## src/rtl/rg_pkg.sv

```systemverilog
// rg_pkg -- shared types and constants for the rhythm-game hit judge.
//   lane_state_e : per-lane FSM state (IDLE, WINDOW)
//   bcd_t        : one BCD score digit
//   NUM_LANES    : number of key lanes (d, f, j, k)
//   SCORE_MAX    : score ceiling (9999, four BCD digits)
//   bcd_add      : adds a small binary value to one BCD digit, returns {carry, digit}
package rg_pkg;

  typedef enum logic {
    IDLE   = 1'b0,
    WINDOW = 1'b1
  } lane_state_e;

  typedef logic [3:0] bcd_t;

  localparam int NUM_LANES = 4;
  localparam int SCORE_MAX = 9999;

  // The addend never exceeds 8, so the raw sum is at most 17 and one
  // decimal correction is always enough.
  function automatic logic [4:0] bcd_add(input bcd_t a, input logic [4:0] b);
    logic [4:0] s;
    s = {1'b0, a} + b;
    if (s > 5'd9) begin
      bcd_add = {1'b1, 4'(s - 5'd10)};
    end else begin
      bcd_add = {1'b0, s[3:0]};
    end
  endfunction

endpackage

```

## src/rtl/lane_judge.sv

```systemverilog
// lane_judge -- one lane's hit-window FSM and tick down-counter.
//   clk, rst         : clock, synchronous active-high reset
//   play_en_i        : when low, state and counter hold and nothing is judged
//   tick_i           : timing strobe that advances the window counter
//   note_i           : note entering the hit zone (opens / reloads the window)
//   key_i            : key press for this lane
//   hit_o / miss_o   : combinational judgement for the current cycle
//   hit_flash_o      : registered one-cycle pulse after a judged hit
//   miss_flash_o     : registered one-cycle pulse after a judged miss
//   state_o          : current FSM state (debug visibility)
module lane_judge
  import rg_pkg::*;
#(
  parameter int unsigned WINDOW_TICKS = 16
) (
  input  logic        clk,
  input  logic        rst,
  input  logic        play_en_i,
  input  logic        tick_i,
  input  logic        note_i,
  input  logic        key_i,
  output logic        hit_o,
  output logic        miss_o,
  output logic        hit_flash_o,
  output logic        miss_flash_o,
  output lane_state_e state_o
);

  localparam logic [7:0] WIN_LOAD = 8'(WINDOW_TICKS);

  lane_state_e state_q, state_d;
  logic [7:0]  cnt_q, cnt_d;
  logic        hit_flash_q, miss_flash_q;

  always_comb begin
    state_d = state_q;
    cnt_d   = cnt_q;
    hit_o   = 1'b0;
    miss_o  = 1'b0;
    if (play_en_i) begin
      unique case (state_q)
        IDLE: begin
          // A key press with no pending note is simply ignored.
          if (note_i) begin
            state_d = WINDOW;
            cnt_d   = WIN_LOAD;
          end
        end
        WINDOW: begin
          if (key_i) begin
            // Key wins over expiry; a simultaneous new note keeps the window open.
            hit_o = 1'b1;
            if (note_i) begin
              cnt_d = WIN_LOAD;
            end else begin
              state_d = IDLE;
              cnt_d   = '0;
            end
          end else if (note_i) begin
            // A new note displaces the unhit pending one.
            miss_o = 1'b1;
            cnt_d  = WIN_LOAD;
          end else if (tick_i) begin
            if (cnt_q == 8'd1) begin
              miss_o  = 1'b1;
              state_d = IDLE;
              cnt_d   = '0;
            end else begin
              cnt_d = cnt_q - 8'd1;
            end
          end
        end
        default: begin
          state_d = IDLE;
          cnt_d   = '0;
        end
      endcase
    end
  end

  always_ff @(posedge clk) begin
    if (rst) begin
      state_q      <= IDLE;
      cnt_q        <= '0;
      hit_flash_q  <= 1'b0;
      miss_flash_q <= 1'b0;
    end else begin
      state_q      <= state_d;
      cnt_q        <= cnt_d;
      hit_flash_q  <= hit_o;
      miss_flash_q <= miss_o;
    end
  end

  assign hit_flash_o  = hit_flash_q;
  assign miss_flash_o = miss_flash_q;
  assign state_o      = state_q;

endmodule

```

## src/rtl/hit_judge.sv

```systemverilog
// hit_judge -- four-lane rhythm-game judge with BCD score and combo counter.
//   clk, rst             : clock, synchronous active-high reset
//   tick_en              : window timing strobe
//   play_en              : game-running qualifier; low freezes everything
//   note_arrive[3:0]     : per-lane note pulses (k,j,f,d = [3:0])
//   key_pulse[3:0]       : per-lane key pulses
//   score3..score0       : BCD score digits, thousands..units, saturating at 9999
//   combo[7:0]           : consecutive-hit count, saturating at 255
//   hit_flash/miss_flash : per-lane one-cycle judgement pulses
//   lane_state[3:0]      : debug view, bit set while that lane is in WINDOW
// Optional feature: define HIT_JUDGE_COMBO_BONUS_EN to score 2 per hit once the
// pre-update combo is 10 or more.
// Score, combo and flashes all update on the edge after the judging cycle, so
// they become visible together.
module hit_judge
  import rg_pkg::*;
#(
  parameter int unsigned WINDOW_TICKS = 16
) (
  input  logic                 clk,
  input  logic                 rst,
  input  logic                 tick_en,
  input  logic                 play_en,
  input  logic [NUM_LANES-1:0] note_arrive,
  input  logic [NUM_LANES-1:0] key_pulse,
  output bcd_t                 score3,
  output bcd_t                 score2,
  output bcd_t                 score1,
  output bcd_t                 score0,
  output logic [7:0]           combo,
  output logic [NUM_LANES-1:0] hit_flash,
  output logic [NUM_LANES-1:0] miss_flash,
  output logic [NUM_LANES-1:0] lane_state
);

  logic [NUM_LANES-1:0] hit_j, miss_j;
  lane_state_e          st [NUM_LANES];

  for (genvar g = 0; g < NUM_LANES; g++) begin : g_lane
    lane_judge #(.WINDOW_TICKS(WINDOW_TICKS)) u_lane (
      .clk          (clk),
      .rst          (rst),
      .play_en_i    (play_en),
      .tick_i       (tick_en),
      .note_i       (note_arrive[g]),
      .key_i        (key_pulse[g]),
      .hit_o        (hit_j[g]),
      .miss_o       (miss_j[g]),
      .hit_flash_o  (hit_flash[g]),
      .miss_flash_o (miss_flash[g]),
      .state_o      (st[g])
    );
    assign lane_state[g] = (st[g] == WINDOW);
  end

  bcd_t       score_q [4];
  bcd_t       score_d [4];
  logic [7:0] combo_q, combo_d;
  logic [2:0] n_hits;
  logic [3:0] pts;
  logic [8:0] combo_sum;
  logic [4:0] add0, add1, add2, add3;

  always_comb begin
    n_hits = '0;
    for (int i = 0; i < NUM_LANES; i++) begin
      n_hits = n_hits + 3'(hit_j[i]);
    end
`ifdef HIT_JUDGE_COMBO_BONUS_EN
    // Every hit in the cycle sees the same pre-update combo.
    pts = (combo_q >= 8'd10) ? {n_hits, 1'b0} : {1'b0, n_hits};
`else
    pts = {1'b0, n_hits};
`endif
  end

  // Decimal ripple add; a carry out of the thousands digit means overflow.
  always_comb begin
    add0 = bcd_add(score_q[0], {1'b0, pts});
    add1 = bcd_add(score_q[1], {4'b0, add0[4]});
    add2 = bcd_add(score_q[2], {4'b0, add1[4]});
    add3 = bcd_add(score_q[3], {4'b0, add2[4]});
    if (add3[4]) begin
      for (int i = 0; i < 4; i++) score_d[i] = 4'd9;
    end else begin
      score_d[0] = add0[3:0];
      score_d[1] = add1[3:0];
      score_d[2] = add2[3:0];
      score_d[3] = add3[3:0];
    end
  end

  // Any miss breaks the combo even if other lanes hit in the same cycle.
  always_comb begin
    combo_sum = {1'b0, combo_q} + 9'(n_hits);
    if (|miss_j) begin
      combo_d = '0;
    end else if (combo_sum > 9'd255) begin
      combo_d = 8'hFF;
    end else begin
      combo_d = combo_sum[7:0];
    end
  end

  always_ff @(posedge clk) begin
    if (rst) begin
      for (int i = 0; i < 4; i++) score_q[i] <= '0;
      combo_q <= '0;
    end else if (play_en) begin
      for (int i = 0; i < 4; i++) score_q[i] <= score_d[i];
      combo_q <= combo_d;
    end
  end

  assign score3 = score_q[3];
  assign score2 = score_q[2];
  assign score1 = score_q[1];
  assign score0 = score_q[0];
  assign combo  = combo_q;

endmodule

```

## config.mk

```make
export PLATFORM = sky130hd
export DESIGN_NAME = hit_judge
export DESIGN_NICKNAME = d
export VERILOG_FILES = /design/src/rtl/rg_pkg.sv /design/src/rtl/lane_judge.sv /design/src/rtl/hit_judge.sv
export SDC_FILE = /design/constraint.sdc
export NUM_CORES = 1
export LEC_CHECK = 0
export CORE_ASPECT_RATIO = 1.1
export CORE_MARGIN = 3
export CORE_UTILIZATION = 35
export CTS_BUF_LIST = sky130_fd_sc_hd__clkbuf_4
export CTS_CLUSTER_SIZE = 12
export DETAILED_ROUTE_END_ITERATION = 10
export GPL_TIMING_DRIVEN = 1
export PLACE_DENSITY = 0.53
export SYNTH_ARGS = -nofsm -noshare
export SYNTH_HDL_FRONTEND = slang
export SYNTH_SLANG_ARGS = --single-unit
```

## constraint.sdc

```tcl
create_clock -name clk -period 10.84 [get_ports clk]
set_clock_uncertainty 0.05 [all_clocks]
set_input_delay 1.626 -clock clk [delete_from_list [all_inputs] [get_ports clk]]
set_output_delay 1.626 -clock clk [all_outputs]
set_load 0.03 [all_outputs]
```

==> results.json, run 1 <==
{
  "synth_cell_types": 64,
  "synth_edf_count": 16,
  "async_flop_share_pct": 0,
  "dp_hpwl_um": 6760,
  "multiInputGateArea_um2": 2350,
  "required_ps": 10980,
  "grt_pass1_vias": 3269,
  "postCtsHoldBufs": 0,
  "core_um2": 11200,
  "synth.avg_cell_area_um2": 8.86,
  "slowest_stage": "clkdlybuf4s50_1",
  "slew_viol_final": 0,
  "cts_resized": 0,
  "ir_drop_mv": 0.0701,
  "critical_path.max_stage_delay_ps": 670,
  "max_slew_margin_pct": 27.3,
  "timing.final.crit_share_pct": 92.6,
  "drtIter0Drc": 163,
  "ioPinCount": 48,
  "cp_top_family": "adder cells",
  "rsz0062_at_grt": "false",
  "synth_area_leaders": "dfxtp_1 (25%), edfxtp_1 (12%), ha_1 (7.6%)",
  "hold_viol_final": 0,
  "seq_area_um2": 1520,
  "worstPathBufferInverterCount": 4,
  "cts.sinks": 68,
  "vias": 3355,
  "arrival_ps": 10180,
  "ys.warnings.count": 0,
  "dieArea_um2": 13100,
  "syn-cell-area_um2": 4130,
  "yosysTopAreaCell": "dfxtp_1",
  "synth_ff_type": "dfxtp_1",
  "cts-root-buf": "clkbuf_4",
  "clock_latency_ps": 420,
  "post_drt_wl_per_cell_um": 14.0,
  "num_rows": 40,
  "holdWs_ps": 469,
  "finish.utilization_pct": 42.5,
  "grt_pass1_wl_um": 15700,
  "cts_setup_buffers": 0,
  "max_cap_viol_count": 0,
  "min_period_ps": 10040,
  "drt_first_pass_iters": 5,
  "grt_max_degree": 25,
  "antennaDiodeCount": 0,
  "ys_seq_area_share_pct": 36.9,
  "clkSlewWorstSetupHoldPaths_ps": 120,
  "syn-instance-count": 466,
  "setup_violations": 0,
  "tns_ps": 0,
  "hold_path_class": "register to register",
  "netlist.area_leader.share_pct": 25.2,
  "leakage_uw": 0.00186,
  "gp_congestion": 0.859,
  "viasPerCell": 5.13,
  "die_h_um": 120,
  "synthTopCellsByCount": "nor2_1 (68), dfxtp_1 (52), inv_1 (28)",
  "power_density_nw_per_um2": 124,
  "routed_wl_um": 9180,
  "start_kind": "input port",
  "tritoncts": "yes",
  "fillers": 1163,
  "grt_use_total_pct": 14.9,
  "worst_path_most_repeated_cell": "ha_1",
  "worst_pin_slew_ps": 1090,
  "initial_core_util_pct": 36.8,
  "fmax_mhz": 99.6,
  "synth_most_common_cell": "nor2_1",
  "syn_nets": 506,
  "end_kind": "register",
  "ant_nets": 0,
  "drive_gt1_share_pct": 5.52,
  "drc_errors": 0,
  "path_class": "input port to register",
  "ctsLongestPathBuffers": 2,
  "io_buffer_count": 47,
  "htreeDepth": 3,
  "grt-ovfl-total": 0,
  "nets": 543,
  "syn_to_final_growth_pct": 15.6,
  "crit_fanout": 8,
  "numCtsBuffers": 9,
  "ys_ff_latch": 68,
  "outcome": "complete, no violations",
  "antenna_found_initial": 0,
  "die_width_um": 110
}
sequential cells by signal, summed over array words and instances (netlist names):
| name | flops |
|---|---|
| g_lane.u_lane.cnt_q | 32 |
| score_q | 16 |
| combo | 8 |
| g_lane.u_lane.hit_flash_o | 4 |
| g_lane.u_lane.miss_flash_o | 4 |
| g_lane.u_lane.state_o | 4 |
worst reg2reg max path, delay by kind of cell, from the launching register on:
family	cells	cell delay (ps)
AND/OR/NAND/NOR	7	1000
adder cells (fa/ha/maj)	14	3670
multiplexers	1	310
buffers and inverters	3	170
AO/OA/AOI/OAI	6	1600
flip-flops	1	490
XOR/XNOR	4	1170
logic make-up after synthesis:
family                     count (synthesis)  synth area share, %
and+or+nand+nor                          191                 23.5
AOI/OAI and AO/OA                         87                 15.1
DFF                                       68                 36.9
buffers and inverters                     51                 6.12
xor gates and xnor gates                  37                 8.40
adders and majority gates                 28                 9.03
muxes                                      4                 1.06
cells in the final DEF (no fill, tap or decap), types with 3 or more instances in the layout:
cell type / count
nand3_1: 21
a22o_1: 4
or4b_1: 3
nor3_1: 21
clkdlybuf4s50_1: 47
nand2_1: 25
nor3b_1: 4
o22a_1: 5
xor2_1: 20
and3_1: 11
nand2b_1: 8
nor4_1: 11
o31ai_1: 3
dfxtp_1: 52
fa_1: 3
edfxtp_1: 16
a21o_1: 5
clkbuf_4: 10
xnor2_1: 15
inv_1: 28
o21a_1: 9
o21ai_1: 4
nor4_2: 3
a21oi_1: 17
a41oi_1: 3
a211oi_1: 6
clkinv_1: 3
ha_1: 25
nor2_1: 68
o21ai_0: 14
nor2b_1: 4
metal layers:
layer	vias up	global-route usage, %	part of all wire, %
met2	65	23.7	46
li1	1719	-	-
met5	-	0	0
met3	8	3.77	5.4
met4	0	4.91	1.0
met1	1563	19.7	47
layout make-up:
| type | instances | share of cell area, % |
|---|---|---|
| multi-input combinational | 347 | 49.3 |
| sequential | 68 | 31.9 |
| timing repair buffer | 49 | 10.2 |
| tap | 147 | 3.86 |
| inverter | 28 | 2.20 |
| clock buffer | 10 | 1.57 |
| clock inverter | 5 | 0.944 |
through the flow:
stage | instances | setup slack, ps | cell area [um^2] | total power [uW]
after detailed placement | 639 | 348 | 4650 | 440
final | 654 | 799 | 4770 | 592
after global placement | 639 | 770 | 4650 | 438
after global routing | 654 | 108 | 4770 | 633
after floorplan | 466 | 1330 | 4130 | 399
after CTS | 654 | 825 | 4770 | 603
worst paths after layout:
path,from,endpoint,slack [ps],depth (start not counted)
max,key_pulse[3],score_q[0][2]$_SDFFCE_PP0P_,800,36
min,g_lane[0].u_lane.cnt_q[7]$_SDFFE_PP0P_,g_lane[0].u_lane.cnt_q[7]$_SDFFE_PP0P_,470,2
max reg2reg,g_lane[1].u_lane.state_o$_SDFFE_PP0P_,score_q[0][2]$_SDFFCE_PP0P_,2150,35
min reg2reg,g_lane[0].u_lane.cnt_q[7]$_SDFFE_PP0P_,g_lane[0].u_lane.cnt_q[7]$_SDFFE_PP0P_,470,2
where the power goes:
part           internal [uW]  total (uW)  switching [uW]
sequential               276         293            17.0
combinational           61.4         141            80.0
clock                   69.0         158            88.7
total                    406         592             186
No activity file was read; power rests on OpenSTA's default activity.
==> run 2: changes to the inputs <==
Settings changed: SLEW_MARGIN set to 30.
==> run 2 against run 1 <==
Compared with the run above: critical endpoint unchanged; largest cell class unchanged; worst hold slack better by 9.9 ps; setup slack better by 2.0 ps; critical path depth stayed put.
==> results.json, run 2 (same netlist as run 1, synthesis figures left out) <==
{
  "final_common_cell": "nor2_1",
  "numCtsBuffers": 9,
  "tns_ps": 0,
  "drive_gt1_share_pct": 6.29,
  "die_h_um": 120,
  "finalPower_uw": 599,
  "cts_setup_buffers": 0,
  "worst_path_most_repeated_cell": "ha_1",
  "grt_use_total_pct": 14.8,
  "dpl_cell_area_um2": 4650,
  "ant_nets": 0,
  "drtIter0Drc": 176,
  "fmax_mhz": 99.6,
  "hold_path_class": "register to register",
  "worstPathBufferInverterCount": 4,
  "ir_drop_mv": 0.0660,
  "die_width_um": 110,
  "fillers": 1148,
  "viasPerCell": 5.17,
  "tritoncts": "yes",
  "cts_resized": 0,
  "arrival_ps": 10180,
  "cts.sinks": 68,
  "grt_pass1_vias": 3243,
  "num_rows": 40,
  "top_register": "g_lane.u_lane.cnt_q",
  "clkSlewWorstSetupHoldPaths_ps": 120,
  "holdWs_ps": 478,
  "largest_register_ffs": 32,
  "cts-root-buf": "clkbuf_4",
  "antennaDiodeCount": 0,
  "vias": 3392,
  "critical_path.max_stage_delay_ps": 620,
  "path_class": "input port to register",
  "dp_hpwl_um": 6720,
  "grt-ovfl-total": 0,
  "grt_pass1_wl_um": 15500,
  "postCtsHoldBufs": 0,
  "final_area_um2": 4780,
  "timing.final.crit_share_pct": 92.6,
  "clock_latency_ps": 420,
  "drt_first_pass_iters": 5,
  "nets": 544,
  "required_ps": 10980,
  "io_buffer_count": 47,
  "min_period_ps": 10040,
  "max_slew_margin_pct": 40.2,
  "power_density_nw_per_um2": 125,
  "hold_viol_final": 0,
  "layout_common_cells": "nor2_1 (68), dfxtp_1 (52), clkdlybuf4s50_1 (47)",
  "routed_wl_um": 9160,
  "cp_top_family": "adder cells",
  "antenna_found_initial": 0,
  "syn_to_final_growth_pct": 15.9,
  "ctsLongestPathBuffers": 2,
  "start_kind": "input port",
  "slew_viol_final": 0,
  "crit_fanout": 8,
  "max_cap_viol_count": 0,
  "leakage_uw": 0.00187,
  "drc_errors": 0,
  "rsz0062_at_grt": "false",
  "ioPinCount": 48,
  "dieArea_um2": 13100,
  "worst_pin_slew_ps": 892,
  "finish.utilization_pct": 42.7,
  "core_um2": 11200,
  "grt_max_degree": 25,
  "post_drt_wl_per_cell_um": 14.0,
  "setup_violations": 0,
  "gp_congestion": 0.859,
  "initial_core_util_pct": 36.8,
  "end_kind": "register",
  "slowest_stage": "clkdlybuf4s50_1",
  "outcome": "complete, no violations",
  "htreeDepth": 3
}
## run 2: cell types whose count changed in the layout (fill, tap and decap cells not counted)
cell,change
clkinvlp_4,+1
clkinv_2,+2
buf_2,+1
clkinv_1,-2
## run 2: path summary, 6_finish.rpt
kind	startpoint	endpoint	slack (ps)	cells after the start
max	play_en	score_q[0][2]$_SDFFCE_PP0P_	800	36
min	g_lane[0].u_lane.cnt_q[7]$_SDFFE_PP0P_	g_lane[0].u_lane.cnt_q[7]$_SDFFE_PP0P_	480	2
max reg2reg	g_lane[1].u_lane.state_o$_SDFFE_PP0P_	score_q[0][2]$_SDFFCE_PP0P_	2180	35
min reg2reg	g_lane[0].u_lane.cnt_q[7]$_SDFFE_PP0P_	g_lane[0].u_lane.cnt_q[7]$_SDFFE_PP0P_	480	2
## run 2: cell type report
| type | instances | area [um^2] | share of cell area [%] |
|---|---|---|---|
| Clock buffer | 10 | 75.1 | 1.57 |
| Clock inverter | 6 | 55.1 | 1.15 |
| Inverter | 28 | 105 | 2.20 |
| Multi-Input combinational cell | 347 | 2350 | 49.2 |
| Sequential cell | 68 | 1520 | 31.8 |
| Tap cell | 147 | 184 | 3.84 |
| Timing Repair Buffer | 50 | 490 | 10.3 |
## run 2: where the power goes
part / internal [uW] / total (uW) / switching [uW]
Clock: 70.9 / 165 / 94.1
Sequential: 276 / 293 / 17.2
Combinational: 61.4 / 142 / 80.2
## run 2: through the flow
stage | instances | setup slack, ps
6_report | 656 | 801
5_1_grt | 656 | 173
3_5_place_dp | 640 | 340
3_3_place_gp | 639 | 770
2_1_floorplan | 466 | 1330
4_1_cts | 656 | 842
## run 2: worst register-to-register path, delay by kind of cell (launching register included)
| family | cells | cell delay [ps] |
|---|---|---|
| muxes | 1 | 310 |
| and+or+nand+nor | 7 | 1020 |
| AOI/OAI and AO/OA | 6 | 1590 |
| DFF | 1 | 470 |
| xor gates and xnor gates | 4 | 1170 |
| buffers and inverters | 3 | 180 |
| adders and majority gates | 14 | 3650 |
## run 2: layer usage
metal | GRT usage, % | wire (um) | share of wire [%]
met5 | 0 | 0 | 0
met4 | 5.14 | 80 | 0.87
met3 | 3.98 | 457 | 5.0
met2 | 23.6 | 4260 | 47
met1 | 19.3 | 4360 | 48
==> run 3: changes to the inputs <==
Settings changed: CORE_ASPECT_RATIO 1.1 to 1.75.
==> run 3 against run 2 <==
Compared with the run above: combinational power about the same; utilization fell by 0.67 points; worst hold slack worse by 3.9 ps; count of clock-buffer cells in the layout grew 2; die area grew 0.38%; clock power down 14%; critical path depth stayed put; routed wire length grew 3.3%; maximum frequency shrank 0.46%; power shrank 3.6%; cell count is 2.4% lower; register-to-register slack worse by 40 ps.
==> results.json, run 3 (same netlist as run 1, synthesis figures left out) <==
{
  "dieArea_um2": 13200,
  "ir_drop_mv": 0.0557,
  "r2r_setup_slack_ps": 2140,
  "dp.cells": 624,
  "io_buffer_count": 47,
  "drive_gt1_share_pct": 6.10,
  "clock_latency_ps": 410,
  "outcome": "complete, no violations",
  "num_rows": 51,
  "top_register": "g_lane.u_lane.cnt_q",
  "syn_to_final_growth_pct": 14.9,
  "holdWs_ps": 475,
  "grt-ovfl-total": 0,
  "required_ps": 10970,
  "drtIter0Drc": 145,
  "critical_path.max_stage_delay_ps": 630,
  "post_drt_wl_per_cell_um": 14.8,
  "worst_pin_slew_ps": 916,
  "core_um2": 11300,
  "antennaDiodeCount": 0,
  "final_common_cell": "nor2_1",
  "cts_resized": 0,
  "dp_hpwl_um": 7100,
  "die_h_um": 150,
  "die_width_um": 88.1,
  "hold_path_class": "register to register",
  "worstPathBufferInverterCount": 4,
  "ctsLongestPathBuffers": 2,
  "min_period_ps": 10080,
  "cp_top_family": "adder cells",
  "gp_congestion": 0.855,
  "cts.sinks": 68,
  "max_slew_margin_pct": 38.6,
  "grt_max_degree": 19,
  "clkSlewWorstSetupHoldPaths_ps": 110,
  "numCtsBuffers": 9,
  "layout_common_cells": "nor2_1 (68), dfxtp_1 (52), clkdlybuf4s50_1 (47)",
  "leakage_uw": 0.00186,
  "power_density_nw_per_um2": 122,
  "htreeDepth": 3,
  "drc_errors": 0,
  "viasPerCell": 5.42,
  "cts-root-buf": "clkbuf_4",
  "max_cap_viol_count": 0,
  "hold_viol_final": 0,
  "initial_core_util_pct": 36.5,
  "crit_fanout": 9,
  "tritoncts": "yes",
  "drt_first_pass_iters": 4,
  "stdcell_count": 640,
  "timing.final.crit_share_pct": 93.0,
  "ant_nets": 0,
  "largest_register_ffs": 32,
  "tns_ps": 0,
  "path_class": "input port to register",
  "fmax_mhz": 99.2,
  "slew_viol_final": 0,
  "slowest_stage": "clkdlybuf4s50_1",
  "cts_setup_buffers": 0,
  "postCtsHoldBufs": 0,
  "worst_path_most_repeated_cell": "ha_1",
  "antenna_found_initial": 0,
  "ioPinCount": 48,
  "arrival_ps": 10210,
  "grt_use_total_pct": 14.9,
  "pre_cts_slack_ps": 356,
  "vias": 3468,
  "finish.utilization_pct": 42.0,
  "grt_pass1_vias": 3378,
  "rsz0062_at_grt": "false",
  "nets": 543,
  "setup_violations": 0,
  "start_kind": "input port",
  "end_kind": "register",
  "setup_slack_ps": 755,
  "routed_wl_um": 9460,
  "grt_pass1_wl_um": 15500
}
run 3: routing by layer:
metal | track usage, % | wire length (um)
met1 | 16.9 | 3920
met2 | 26.5 | 4920
met3 | 3.86 | 462
met4 | 5.22 | 158
met5 | 0 | 0
run 3: stage by stage:
stage                     instance area, um^2  power [uW]
after floorplan                          4130         399
after global placement                   4630         439
after detailed placement                 4640         442
after CTS                                4740         589
after global routing                     4740         616
final                                    4740         578
run 3: cell type report:
cell class,count,area (um^2)
Clock buffer,12,90.1
Clock inverter,4,17.5
Fill cell,1169,6550
Inverter,28,105
Multi-Input combinational cell,347,2360
Sequential cell,68,1520
Tap cell,132,165
Timing Repair Buffer,49,485
run 3: worst reg2reg max path, delay by kind of cell (launching register included):
family	cells	cell delay, ps
AOI/OAI and AO/OA	6	1610
xor gates and xnor gates	4	1180
adders and majority gates	14	3710
buffers and inverters	3	170
DFF	1	470
muxes	1	300
and+or+nand+nor	7	1010
run 3: where the power goes:
group          internal [uW]  leakage (uW)  switching, uW
registers                276      0.000601           17.1
clock network           52.9     0.0000662           89.5
logic                   61.5       0.00119           81.3
run 3: worst paths after layout:
kind	cells after the start	endpoint	start
min reg2reg	2	g_lane[2].u_lane.cnt_q[7]$_SDFFE_PP0P_	g_lane[2].u_lane.cnt_q[7]$_SDFFE_PP0P_
max	36	score_q[0][2]$_SDFFCE_PP0P_	play_en
min	2	g_lane[2].u_lane.cnt_q[7]$_SDFFE_PP0P_	g_lane[2].u_lane.cnt_q[7]$_SDFFE_PP0P_
max reg2reg	35	score_q[0][2]$_SDFFCE_PP0P_	g_lane[1].u_lane.state_o$_SDFFE_PP0P_
